### src/rtl/regset_master_if.sv
// Bus bundle for regset_master: request/response port toward the control
// logic plus the Address/Data_in/RW/Data_out port toward the register set.
interface regset_master_if #(
  parameter int DW = 4,
  parameter int AW = 3
);
  // Request side
  logic          Req_valid;
  logic          Req_ready;
  logic          Req_rw;
  logic [AW-1:0] Req_addr;
  logic [DW-1:0] Req_data;
  // Response side
  logic          Rsp_valid;
  logic [DW-1:0] Rsp_data;
  logic          Rsp_err;
  // Register-set side
  logic [AW-1:0] Reg_addr;
  logic [DW-1:0] Reg_wdata;
  logic          Reg_rw;
  logic [DW-1:0] Reg_rdata;
  // Status
  logic          Busy;

  modport master (
    input  Req_valid, Req_rw, Req_addr, Req_data, Reg_rdata,
    output Req_ready, Rsp_valid, Rsp_data, Rsp_err,
           Reg_addr, Reg_wdata, Reg_rw, Busy
  );

  modport slave (
    output Req_valid, Req_rw, Req_addr, Req_data, Reg_rdata,
    input  Req_ready, Rsp_valid, Rsp_data, Rsp_err,
           Reg_addr, Reg_wdata, Reg_rw, Busy
  );
endinterface

### src/rtl/regset_master.sv
// regset_master: turns single valid/ready requests into register-set
// write/read cycles and returns a one-cycle response.
// Optional macro READBACK_VERIFY_EN: after each write, read the same address
// back and report Rsp_err when it differs from the written data.
module regset_master #(
  parameter int DW     = 4,
  parameter int AW     = 3,
  parameter int RD_LAT = 1
) (
  input logic              Clk,
  input logic              Rst_n,
  regset_master_if.master  bus
);

  localparam int           CW     = 4;
  localparam logic [CW-1:0] C_LAST = CW'(RD_LAT - 1);

  typedef enum logic [2:0] {
    S_IDLE   = 3'd0,
    S_WRITE  = 3'd1,
    S_READ   = 3'd2,
`ifdef READBACK_VERIFY_EN
    S_VERIFY = 3'd3,
`endif
    S_RESP   = 3'd4
  } state_t;

  state_t        r_state,     w_state_nxt;
  logic [CW-1:0] r_cnt,       w_cnt_nxt;
  logic          r_ready,     w_ready_nxt;
  logic          r_reg_rw,    w_reg_rw_nxt;
  logic [AW-1:0] r_reg_addr,  w_reg_addr_nxt;
  logic [DW-1:0] r_reg_wdata, w_reg_wdata_nxt;
  logic          r_rsp_valid, w_rsp_valid_nxt;
  logic [DW-1:0] r_rsp_data,  w_rsp_data_nxt;
  logic          r_rsp_err,   w_rsp_err_nxt;

  // State and registered outputs; async reset forces Reg_rw low at once
  always_ff @(posedge Clk or negedge Rst_n) begin
    if (!Rst_n) begin
      r_state     <= S_IDLE;
      r_cnt       <= '0;
      r_ready     <= 1'b1;
      r_reg_rw    <= 1'b0;
      r_reg_addr  <= '0;
      r_reg_wdata <= '0;
      r_rsp_valid <= 1'b0;
      r_rsp_data  <= '0;
      r_rsp_err   <= 1'b0;
    end else begin
      r_state     <= w_state_nxt;
      r_cnt       <= w_cnt_nxt;
      r_ready     <= w_ready_nxt;
      r_reg_rw    <= w_reg_rw_nxt;
      r_reg_addr  <= w_reg_addr_nxt;
      r_reg_wdata <= w_reg_wdata_nxt;
      r_rsp_valid <= w_rsp_valid_nxt;
      r_rsp_data  <= w_rsp_data_nxt;
      r_rsp_err   <= w_rsp_err_nxt;
    end
  end

  // Next state plus next values of every registered output, so each output
  // already holds its value for the state being entered
  always_comb begin
    w_state_nxt     = r_state;
    w_cnt_nxt       = r_cnt;
    w_reg_rw_nxt    = 1'b0;
    w_reg_addr_nxt  = r_reg_addr;
    w_reg_wdata_nxt = r_reg_wdata;
    w_rsp_valid_nxt = 1'b0;
    w_rsp_data_nxt  = r_rsp_data;
    w_rsp_err_nxt   = r_rsp_err;

    case (r_state)
      S_IDLE: begin
        if (bus.Req_valid) begin
          w_reg_addr_nxt  = bus.Req_addr;
          w_reg_wdata_nxt = bus.Req_data;
          w_cnt_nxt       = '0;
          if (bus.Req_rw) begin
            w_state_nxt  = S_WRITE;
            w_reg_rw_nxt = 1'b1;
          end else begin
            w_state_nxt  = S_READ;
          end
        end
      end

      S_WRITE: begin
`ifdef READBACK_VERIFY_EN
        w_state_nxt = S_VERIFY;
        w_cnt_nxt   = '0;
`else
        w_state_nxt     = S_RESP;
        w_rsp_valid_nxt = 1'b1;
        w_rsp_data_nxt  = r_reg_wdata;
        w_rsp_err_nxt   = 1'b0;
`endif
      end

      S_READ: begin
        if (r_cnt == C_LAST) begin
          w_state_nxt     = S_RESP;
          w_rsp_valid_nxt = 1'b1;
          w_rsp_data_nxt  = bus.Reg_rdata;
          w_rsp_err_nxt   = 1'b0;
        end else begin
          w_cnt_nxt = r_cnt + 1'b1;
        end
      end

`ifdef READBACK_VERIFY_EN
      S_VERIFY: begin
        if (r_cnt == C_LAST) begin
          w_state_nxt     = S_RESP;
          w_rsp_valid_nxt = 1'b1;
          w_rsp_data_nxt  = bus.Reg_rdata;
          w_rsp_err_nxt   = (bus.Reg_rdata != r_reg_wdata);
        end else begin
          w_cnt_nxt = r_cnt + 1'b1;
        end
      end
`endif

      S_RESP: begin
        w_state_nxt = S_IDLE;
      end

      default: begin
        w_state_nxt = S_IDLE;
      end
    endcase

    w_ready_nxt = (w_state_nxt == S_IDLE);
  end

  assign bus.Req_ready = r_ready;
  assign bus.Busy      = ~r_ready;
  assign bus.Reg_rw    = r_reg_rw;
  assign bus.Reg_addr  = r_reg_addr;
  assign bus.Reg_wdata = r_reg_wdata;
  assign bus.Rsp_valid = r_rsp_valid;
  assign bus.Rsp_data  = r_rsp_data;
  assign bus.Rsp_err   = r_rsp_err;

endmodule

### src/flat_wrapper.sv
// flat-port wrapper written by rule: the top's interface ports become plain ports
module regset_master_flat 
#(
  parameter int DW     = 4,
  parameter int AW     = 3,
  parameter int RD_LAT = 1
)
  (Clk, Rst_n, bus_Req_valid, bus_Req_rw, bus_Req_addr, bus_Req_data, bus_Reg_rdata, bus_Req_ready, bus_Rsp_valid, bus_Rsp_data, bus_Rsp_err, bus_Reg_addr, bus_Reg_wdata, bus_Reg_rw, bus_Busy);
  regset_master_if #(.DW(DW), .AW(AW)) bus_i ();
  input logic Clk;
  input logic Rst_n;
  input wire logic [$bits(bus_i.Req_valid)-1:0] bus_Req_valid;
  input wire logic [$bits(bus_i.Req_rw)-1:0] bus_Req_rw;
  input wire logic [$bits(bus_i.Req_addr)-1:0] bus_Req_addr;
  input wire logic [$bits(bus_i.Req_data)-1:0] bus_Req_data;
  input wire logic [$bits(bus_i.Reg_rdata)-1:0] bus_Reg_rdata;
  output wire logic [$bits(bus_i.Req_ready)-1:0] bus_Req_ready;
  output wire logic [$bits(bus_i.Rsp_valid)-1:0] bus_Rsp_valid;
  output wire logic [$bits(bus_i.Rsp_data)-1:0] bus_Rsp_data;
  output wire logic [$bits(bus_i.Rsp_err)-1:0] bus_Rsp_err;
  output wire logic [$bits(bus_i.Reg_addr)-1:0] bus_Reg_addr;
  output wire logic [$bits(bus_i.Reg_wdata)-1:0] bus_Reg_wdata;
  output wire logic [$bits(bus_i.Reg_rw)-1:0] bus_Reg_rw;
  output wire logic [$bits(bus_i.Busy)-1:0] bus_Busy;
  assign bus_i.Req_valid = bus_Req_valid;
  assign bus_i.Req_rw = bus_Req_rw;
  assign bus_i.Req_addr = bus_Req_addr;
  assign bus_i.Req_data = bus_Req_data;
  assign bus_i.Reg_rdata = bus_Reg_rdata;
  assign bus_Req_ready = bus_i.Req_ready;
  assign bus_Rsp_valid = bus_i.Rsp_valid;
  assign bus_Rsp_data = bus_i.Rsp_data;
  assign bus_Rsp_err = bus_i.Rsp_err;
  assign bus_Reg_addr = bus_i.Reg_addr;
  assign bus_Reg_wdata = bus_i.Reg_wdata;
  assign bus_Reg_rw = bus_i.Reg_rw;
  assign bus_Busy = bus_i.Busy;
  regset_master #(.DW(DW), .AW(AW), .RD_LAT(RD_LAT)) u_core (.Clk(Clk), .Rst_n(Rst_n), .bus(bus_i));
endmodule
### config.mk
export PLATFORM = sky130hd
export DESIGN_NAME = regset_master_flat
export DESIGN_NICKNAME = d
export VERILOG_FILES = /design/src/rtl/regset_master_if.sv /design/src/rtl/regset_master.sv /design/src/flat_wrapper.sv
export SDC_FILE = /design/constraint.sdc
export NUM_CORES = 1
export LEC_CHECK = 0
export ABC_CLOCK_PERIOD_IN_PS = 5500
export BUFFER_PORTS_ARGS = -buffer_cell sky130_fd_sc_hd__buf_2
export CAP_MARGIN = 40
export CORE_AREA = 2 2 50 52
export CTS_CLUSTER_DIAMETER = 150
export DETAILED_ROUTE_END_ITERATION = 7
export DIE_AREA = 0 0 52 54
export PLACE_DENSITY = 0.72
export SLEW_MARGIN = 20
export SYNTH_ARGS = -nofsm -noshare
export SYNTH_HDL_FRONTEND = slang
export SYNTH_SLANG_ARGS = --single-unit
### constraint.sdc
create_clock -name Clk -period 5.5 [get_ports Clk]
set_input_delay 0.55 -clock Clk [delete_from_list [all_inputs] [get_ports Clk]]
set_output_delay 0.55 -clock Clk [all_outputs]
set_load 0.01 [all_outputs]
Word-level counts from Yosys, hierarchy flattened
Index checks and enable logic that the tools add are counted.
Operators by class
  add/sub/neg operators: 1
  multiplexer cells: 16
  bitwise gates (word level): 1
  equality and inequality tests: 5
  reduce and logical (&&, ||, !) cells: 8
Operators by type and width (count)
  4-bit one-hot mux with 2 select lines: 2
  4-bit 2-to-1 mux: 3
  3-bit one-hot mux with 3 select lines: 1
  3-bit zero test: 2
  3-bit 2-to-1 mux: 2
  1-bit 2-to-1 mux: 5
  4-bit by 1-bit adder with 4-bit output, second input constant: 1
  4-bit zero test: 1
  2-bit != test, second input constant: 2
  1-bit one-hot mux with 2 select lines: 2
  2-bit AND reduction: 2
  2-bit nonzero test: 2
  3-bit by 1-bit equality test with 1-bit output, second input constant: 1
  3-bit by 2-bit equality test with 1-bit output, second input constant: 1
  3-bit AND reduction: 1
  2-bit 2-to-1 mux: 1
  2-bit by 1-bit != test with 1-bit output, second input constant: 1
  1-bit inverter: 1
Storage, ports and cells
  output and inout bits: 16
  word-level logic and storage cells: 40
  register bits after elaboration: 22

Logic depth before layout (Yosys ltp)
Gate-level depths: netlist (run 1).
  depth after elaboration: 4
  gate-level depth with buffers: 6
  depth with buffers taken out: 5

Worst setup path before layout (run 1)
No wires, ideal clock.
  kind: flip-flop to flip-flop
  start point: reg u_core.r_cnt[0]
  end point: reg u_core.r_rsp_data[0], in the netlist u_core.bus.Rsp_data[0]
  path slack: 3.789 ns
  cell stages (with the launch flop): 7
  library setup time: 0.125 ns
  arrival: 1.586 ns
  cell sequence: dfrtp_1 -> inv_1 -> ha_1 -> or3b_1 -> buf_6 -> o22ai_4 -> mux2_2
On the way
  word-level cells in the longest chain between the ends: 3
RTL lines
  start, declared: RTL line regset_master.sv:29  | logic [CW-1:0] r_cnt, w_cnt_nxt;
  start signal, assigned: RTL line regset_master.sv:52  | r_cnt <= w_cnt_nxt;
  4-bit zero test: RTL line regset_master.sv:103  | if (r_cnt == C_LAST) begin
  2-bit by 1-bit != test with 1-bit output (no source line)
  2-bit AND reduction (no source line)
  end signal, assigned: RTL line regset_master.sv:58  | r_rsp_data <= w_rsp_data_nxt;
  end, declared: RTL line regset_master.sv:35  | logic [DW-1:0] r_rsp_data, w_rsp_data_nxt;
No other way between the ends.
A chain may end at the register's enable or synchronous reset.

Worst setup path in the final report (run 1)
  start point: reg u_core.r_cnt[0]
  end point: reg u_core.r_rsp_data[3], in the netlist u_core.bus.Rsp_data[3]
The elaborated chain is that of the path after synthesis.

==> metrics, run 1 <==
worst hold path class primary input to asynchronous set/reset pin; synthesized flop and latch total 21; met3 Track Usage GR 0.0500; CTS Buffer Depth 2; post-route setup TNS 0 ns; Final Util 0.497; status finished, final reports clean; H-Tree Depth 1; Die Y-Extent 54 microns; wire per inst 13.0 microns; CP arrival 2.09 ns; vias in the first global route 628; Max Slew Vio Count 0; grt ovf 0; slew margin rel. 0.601; global-route wire length before repair 2930 microns; Chip Width 52 microns; unrepaired setup endpoints after global routing false; clk_lat worst skew 0.31 ns; Fmax achieved 530 MHz; leakage dissipation 0.000597 uW; crit end category flip-flop; CTS sink count 21; cts hold-fix bufs 0; sequential-to-total area share from yosys stat 0.552; top cells by count, synth 22 x nand2_1, 20 x dfrtp_1, 9 x mux2_2; post-synthesis compound-gate area fraction 0.0617; Synth area leaders dfrtp_1 52%, mux2_2 11%, nand2_1 8.7%; fin crit share 0.343; post-synthesis mux area share 0.106; max-cap violations 0; GPL Wtd Cong 0.789; Syn Nets 103; final WL 1890 microns; Final Hold Viols 0; clock root cell clkbuf_4; drt first pass iters 4; min Tclk post-route 1.89 ns; CP Launch Type flip-flop; share of the synthesized area in the top cell type 0.525; vias 703; initial antenna violation count 0; Worst Max-Slew Pin Slew 0.596 ns; WP data required 5.71 ns; pre-CTS setup slack 3.63 ns; critical path class flip-flop to flip-flop; Post-synth EDFFs 0; post-synthesis adder-cell area fraction 0.0262; met1 Use GR 0.198; gate count after technology mapping 86; worst setup margin 3.61 ns; overall power 472 uW; share of cells above drive strength 1 0.422; Synth Flop Type dfrtp_1; synth warn 0; simple-gate share of the synthesized area 0.192; P per Cell Area 410 mW/mm^2; count of cell types in the netlist 29; Top Ports 31; remaining antenna violation count after routing 0; Syn-to-layout area delta 20.9%; # setup viols final 0; Port Buffer Count 29; GR peak layer met2; asr flop ratio synth 1.00; Core Rows 18; die area 0.00281 sq mm; total CTS buffers 3; Vias/cell 4.82; most frequent cell after synthesis nand2_1; maximum vdd drop 0.316 mV; HPWL Detailed 1440 microns; largest net degree at the start of global routing 22; syn avg cell area 11.1 sq um; GRT met2 Usage 0.228; largest family of logic cells by synthesized area simple AND/OR/NAND/NOR gates; CTS tree built; post-CTS resize count 0; Starting Density 0.411; Residual DRC 0; dominant cell type by area after synthesis dfrtp_1; Mapped Area 953 sq um; gr usage total 0.146; fin nets 134; CTS clock-pin slew for the worst setup and hold paths 0.12 ns; Setup Fix Bufs, Post-CTS 0; xor/xnor cell area share of the yosys netlist 0.00919; CP Max Fanout 6; Core ar. 0.00232 sq mm; clock skew 0.00187 ns; DRT iter0 DRCs 4; ant diodes 0
==> logic make-up after synthesis <==
logic type,Yosys count
simple gates,36
flops,21
mux,9
buf+inv,9
compound gates,7
fa+ha+maj,2
other cells,1
xor+xnor,1
==> placed cells by master (no fill, tap or decap) <==
cell,Yosys,routed
a21o_2,1,1
inv_1,5,5
nand2b_1,1,1
nor2_1,2,2
conb_1,1,1
o22ai_1,2,2
clkinvlp_4,0,1
or4b_1,1,1
clkbuf_4,0,3
dfrtp_1,20,20
buf_2,1,29
dfstp_2,1,1
o211ai_1,1,1
or3b_4,1,1
or3b_1,1,1
nor3b_2,1,1
mux2_2,9,9
ha_1,2,2
xnor2_1,1,1
nand3_1,2,2
o21ai_0,1,1
o21ai_1,1,1
nand4_1,1,1
nand2_1,22,22
or3_1,1,1
nor4b_2,0,1
o22ai_4,1,1
buf_4,1,1
and2_1,2,2
==> metal layers <==
layer,vias to the layer above,share of wire
li1,346,-
met1,338,0.45
met2,19,0.50
met4,0,0
met5,-,0
met3,0,0.050
==> area by class of cell <==
cell class                      instances  area, sq um
Inverter                                5         18.8
Sequential cell                        21          527
Timing Repair Buffer                   30          153
Clock inverter                          1         7.51
Multi-Input combinational cell         56          387
Fill cell                             221         1170
Tap cell                               30         37.5
Clock buffer                            3         22.5
==> state kept, by name, summed over array words and instances (netlist names) <==
register,count
u_core.bus.Reg_addr,3
u_core.bus.Rsp_data,4
u_core.bus.Rsp_valid,1
u_core.bus.Reg_wdata,4
u_core.bus.Req_ready,1
u_core.r_cnt,4
u_core.r_state,3
u_core.bus.Reg_rw,1
==> power by group <==
part	leakage [uW]	internal, uW	switching [uW]	total [uW]
clock network	0.0000139	27.7	49.1	76.9
registers	0.000268	202	31.6	234
logic	0.000314	79.3	82.3	162
==> through the flow <==
stage / hold WS [ns] / cell area [sq um] / instances
after floorplan: 0.254 / 953 / 86
after global placement: 0.454 / 1110 / 141
after detailed placement: 0.462 / 1120 / 142
after CTS: 0.186 / 1150 / 146
after global routing: 0.186 / 1150 / 146
final: 0.176 / 1150 / 146
==> path summary, 6_finish.rpt <==
check                                            start                 endpoint  slack, ns  depth (start not counted)
worst max-delay path                   u_core.r_cnt[0]   u_core.bus.Rsp_data[3]       3.61                          5
worst min-delay path                             Rst_n          u_core.r_cnt[3]       0.18                          1
worst max register to register         u_core.r_cnt[0]   u_core.bus.Rsp_data[3]       3.61                          5
worst min register to register  u_core.bus.Reg_addr[2]   u_core.bus.Reg_addr[2]       0.50                          2
max in group asynchronous                        Rst_n     u_core.bus.Req_ready       4.98                          1
min in group Clk                       bus_Req_data[0]  u_core.bus.Reg_wdata[0]       0.42                          3
==> worst max-delay path, cell delays in order, from the launching register on <==
cell and delay (ns):
dfrtp_1 0.42, inv_1 0.10, ha_1 0.15, or3b_1 0.48
o22ai_4 0.26, mux2_2 0.37
Note: power is estimated with default switching activity, not from simulation.
==> inputs of run 2 (changes only) <==
Settings changed: ABC_CLOCK_PERIOD_IN_PS 5500 to 1900.
Clock period 5.5 ns to 1.9 ns, I/O delays scaled along.
==> metrics, run 2 (synthesized netlist as in run 1, its figures left out) <==
vias in the first global route 674; worst-path cell chain inv_1 -> ha_1 -> or3b_1 -> o22ai_4 -> mux2_2; most common cell after layout, fill and taps aside buf_2; Fmax achieved 556 MHz; slew margin rel. 0.610; Port Buffer Count 29; unrepaired setup endpoints after global routing false; maximum vdd drop 0.640 mV; clock skew 0.0128 ns; commonest cells after routing, fill and taps aside 29 x buf_2, 22 x nand2_1, 20 x dfrtp_1; critical path class flip-flop to flip-flop; Critical Path Source u_core.r_cnt[0]; max-cap violations 0; leakage dissipation 0.000620 uW; clock root cell clkbuf_4; initial antenna violation count 0; Die Y-Extent 54 microns; CP Launch Type flip-flop; CTS clock-pin slew for the worst setup and hold paths 0.12 ns; fin nets 138; Core Rows 18; HPWL Detailed 1390 microns; total CTS buffers 3; Starting Density 0.411; delay of the slowest cell on the worst path 0.46 ns; CP arrival 2.00 ns; grt ovf 0; min Tclk post-route 1.80 ns; fin crit share 0.946; H-Tree Depth 1; status finished, final reports clean; Core ar. 0.00232 sq mm; Chip Width 52 microns; CP Max Fanout 6; ant diodes 0; global-route wire length before repair 3010 microns; post-route setup TNS 0 ns; clk_lat worst skew 0.30 ns; WHS 0.0605 ns; share of cells above drive strength 1 0.433; critical path's slowest cell or3b_1; Syn-to-layout area delta 24.0%; CTS Buffer Depth 2; # setup viols final 0; P per Cell Area 1150 mW/mm^2; Largest delay share family, worst path simple AND/OR/NAND/NOR gates; largest net degree at the start of global routing 22; GPL Wtd Cong 0.753; Worst Max-Slew Pin Slew 0.584 ns; Vias/cell 4.59; CTS tree built; crit end category flip-flop; gr usage total 0.151; worst r2r src u_core.r_cnt[0]; crit path buf inv count 1; vias 689; DRT iter0 DRCs 4; die area 0.00281 sq mm; wire per inst 12.3 microns; WP data required 2.10 ns; min-delay src bus_Req_data[3]; Residual DRC 0; final WL 1850 microns; Final Hold Viols 0; remaining antenna violation count after routing 0; Max Slew Vio Count 0; Top Ports 31; worst hold path class primary input to flip-flop; drt first pass iters 2; CTS sink count 21
-- run 2: layout make-up --
type / count / area [sq um]
clock buffer: 3 / 22.5
clock inverter: 1 / 5.00
tap: 30 / 37.5
fill: 219 / 1140
timing repair buffer: 34 / 185
inverter: 5 / 18.8
sequential: 21 / 527
multi-input combinational: 56 / 387
-- run 2: worst paths after layout --
path | end | slack [ns] | cells after the start
max | u_core.bus.Rsp_data[1] | 0.10 | 5
min | u_core.bus.Reg_wdata[3] | 0.06 | 3
max reg2reg | u_core.bus.Rsp_data[1] | 0.10 | 5
min reg2reg | u_core.bus.Reg_addr[1] | 0.49 | 2
max in group asynchronous | u_core.bus.Req_ready | 1.21 | 2
min in group asynchronous | u_core.r_state[2] | 0.35 | 2
-- run 2: repair_timing --
item	4_1_cts	5_1_grt
setup buffers	0	1
resized for setup	0	0
endpoints found under the setup margin	0	4
hold endpoints to repair	20	0
hold buffers	1	0
-- run 2: stage by stage --
step,util,total power [uW],area (sq um),setup WS [ns],std cells
finish,0.510,1360,1180,0.102,150
global route,0.510,1470,1180,0.00243,150
CTS,0.506,1370,1170,0.0480,149
detailed placement,0.490,1160,1140,0.0562,144
global placement,0.490,1140,1140,0.137,144
floorplan,-,946,953,0.189,86
-- run 2: worst register-to-register path: cells and delay by family, from the launching register on --
family	cells	cell delay [ns]
and+or+nand+nor	1	0.46
adders and majority gates	1	0.15
muxes	1	0.37
AOI/OAI and AO/OA	1	0.22
buffers and inverters	1	0.10
DFF	1	0.42
-- run 2: routing by layer --
metal / wire [microns] / up-vias / global-route usage
met5: 0 / - / 0
met4: 17 / 0 / 0.0789
met3: 71 / 2 / 0.0333
met2: 942 / 16 / 0.230
met1: 818 / 320 / 0.202
li1: - / 351 / -
-- run 2: where the power goes --
group          internal [uW]  switching (uW)
clock                   78.4             135
sequential               586            83.0
combinational            242             236
==> inputs of run 3 (changes only) <==
Settings changed: BUFFER_PORTS_ARGS -buffer_cell sky130_fd_sc_hd__buf_2 to -buffer_cell sky130_fd_sc_hd__clkbuf_2.
==> metrics, run 3 (synthesized netlist as in run 1, its figures left out) <==
share of cells above drive strength 1 0.429; initial antenna violation count 0; P per Cell Area 1150 mW/mm^2; CTS clock-pin slew for the worst setup and hold paths 0.12 ns; HPWL Detailed 1370 microns; CTS Buffer Depth 2; largest net degree at the start of global routing 22; fin crit share 0.937; Worst Max-Slew Pin Slew 0.508 ns; ant diodes 0; DRT iter0 DRCs 4; remaining antenna violation count after routing 0; leakage dissipation 0.000610 uW; Final Hold Viols 0; GPL Wtd Cong 0.754; Syn-to-layout area delta 23.4%; CP Max Fanout 6; Max Slew Vio Count 0; post-route setup TNS 0 ns; fin nets 137; drt first pass iters 4; WP data required 2.10 ns; CP Launch Type flip-flop; crit end category flip-flop; final WL 1790 microns; Core Rows 18; dpl cell area 0.00114 sq mm; vias 725; die area 0.00281 sq mm; Starting Density 0.411; max-cap violations 0; Largest delay share family, worst path flip-flops; vias in the first global route 698; WHS 0.0704 ns; CTS sink count 21; Port Buffer Count 29; clock skew 0.000997 ns; commonest cells after routing, fill and taps aside 29 x clkbuf_2, 22 x nand2_1, 20 x dfrtp_1; clk_lat worst skew 0.30 ns; CP arrival 1.98 ns; H-Tree Depth 1; gr usage total 0.149; Chip Width 52 microns; critical path class flip-flop to flip-flop; critical path's slowest cell dfrtp_1; global-route wire length before repair 3020 microns; crit path buf inv count 1; CTS tree built; Die Y-Extent 54 microns; clock root cell clkbuf_4; maximum vdd drop 0.721 mV; Top Ports 31; Fmax achieved 562 MHz; status finished, final reports clean; Finished Cell Area 0.00118 sq mm; worst hold path class primary input to flip-flop; delay of the slowest cell on the worst path 0.42 ns; slew margin rel. 0.662; min Tclk post-route 1.78 ns; # setup viols final 0; unrepaired setup endpoints after global routing false; Filler cells 222; total CTS buffers 3; worst-path cell chain inv_1 -> ha_1 -> or3b_4 -> o22ai_4 -> mux2_2; most common cell after layout, fill and taps aside clkbuf_2; Vias/cell 4.87; grt ovf 0; Residual DRC 0; wire per inst 12.0 microns; Core ar. 0.00232 sq mm
==> run 3: metal layers <==
metal | GRT usage | wire length, microns
met5 | 0 | 0
met4 | 0.0789 | 7
met3 | 0.0361 | 102
met2 | 0.241 | 916
met1 | 0.185 | 759
==> run 3: through the flow <==
stage / setup slack, ns / cells / utilization / total power, uW
2_1_floorplan: 0.189 / 86 / - / 946
3_3_place_gp: 0.139 / 144 / 0.490 / 1140
3_5_place_dp: 0.0552 / 144 / 0.490 / 1160
4_1_cts: 0.0381 / 149 / 0.506 / 1380
5_1_grt: 0.0439 / 149 / 0.507 / 1460
6_report: 0.120 / 149 / 0.507 / 1360
==> run 3: worst paths after layout <==
kind                                          endpoint                   start  slack (ns)  depth (start not counted)
worst max-delay path            u_core.bus.Rsp_data[1]         u_core.r_cnt[0]        0.12                          5
min in group asynchronous              u_core.r_cnt[2]                   Rst_n        0.38                          2
worst min register to register  u_core.bus.Reg_addr[1]  u_core.bus.Reg_addr[1]        0.49                          2
max in group asynchronous         u_core.bus.Req_ready                   Rst_n        1.16                          2
worst max register to register  u_core.bus.Rsp_data[1]         u_core.r_cnt[0]        0.12                          5
worst min-delay path                 u_core.r_state[1]              bus_Req_rw        0.07                          2
==> run 3: timing repair <==
action                                 CTS  global route
setup endpoints to repair                0             4
endpoints found under the hold margin   20             0
resized for setup                        0             1
hold buffers                             1             0
setup buffers                            0             0
==> run 3: power breakdown <==
part | switching, uW | total (uW) | internal [uW] | leakage, uW
logic | 230 | 464 | 234 | 0.000327
registers | 91.0 | 677 | 586 | 0.000268
clock network | 135 | 216 | 81.7 | 0.0000150
==> run 3: area by class of cell <==
class / count / area, sq um / area share
Clock buffer: 4 / 26.3 / 0.0223
Inverter: 5 / 18.8 / 0.0160
Multi-Input combinational cell: 56 / 389 / 0.331
Sequential cell: 21 / 527 / 0.448
Tap cell: 30 / 37.5 / 0.0319
Timing Repair Buffer: 33 / 178 / 0.151
==> run 3: worst register-to-register path: stages (launching register included) <==
cell     delay (ns)
dfrtp_1        0.42
inv_1          0.10
ha_1           0.15
or3b_4         0.42
o22ai_4        0.23
mux2_2         0.36
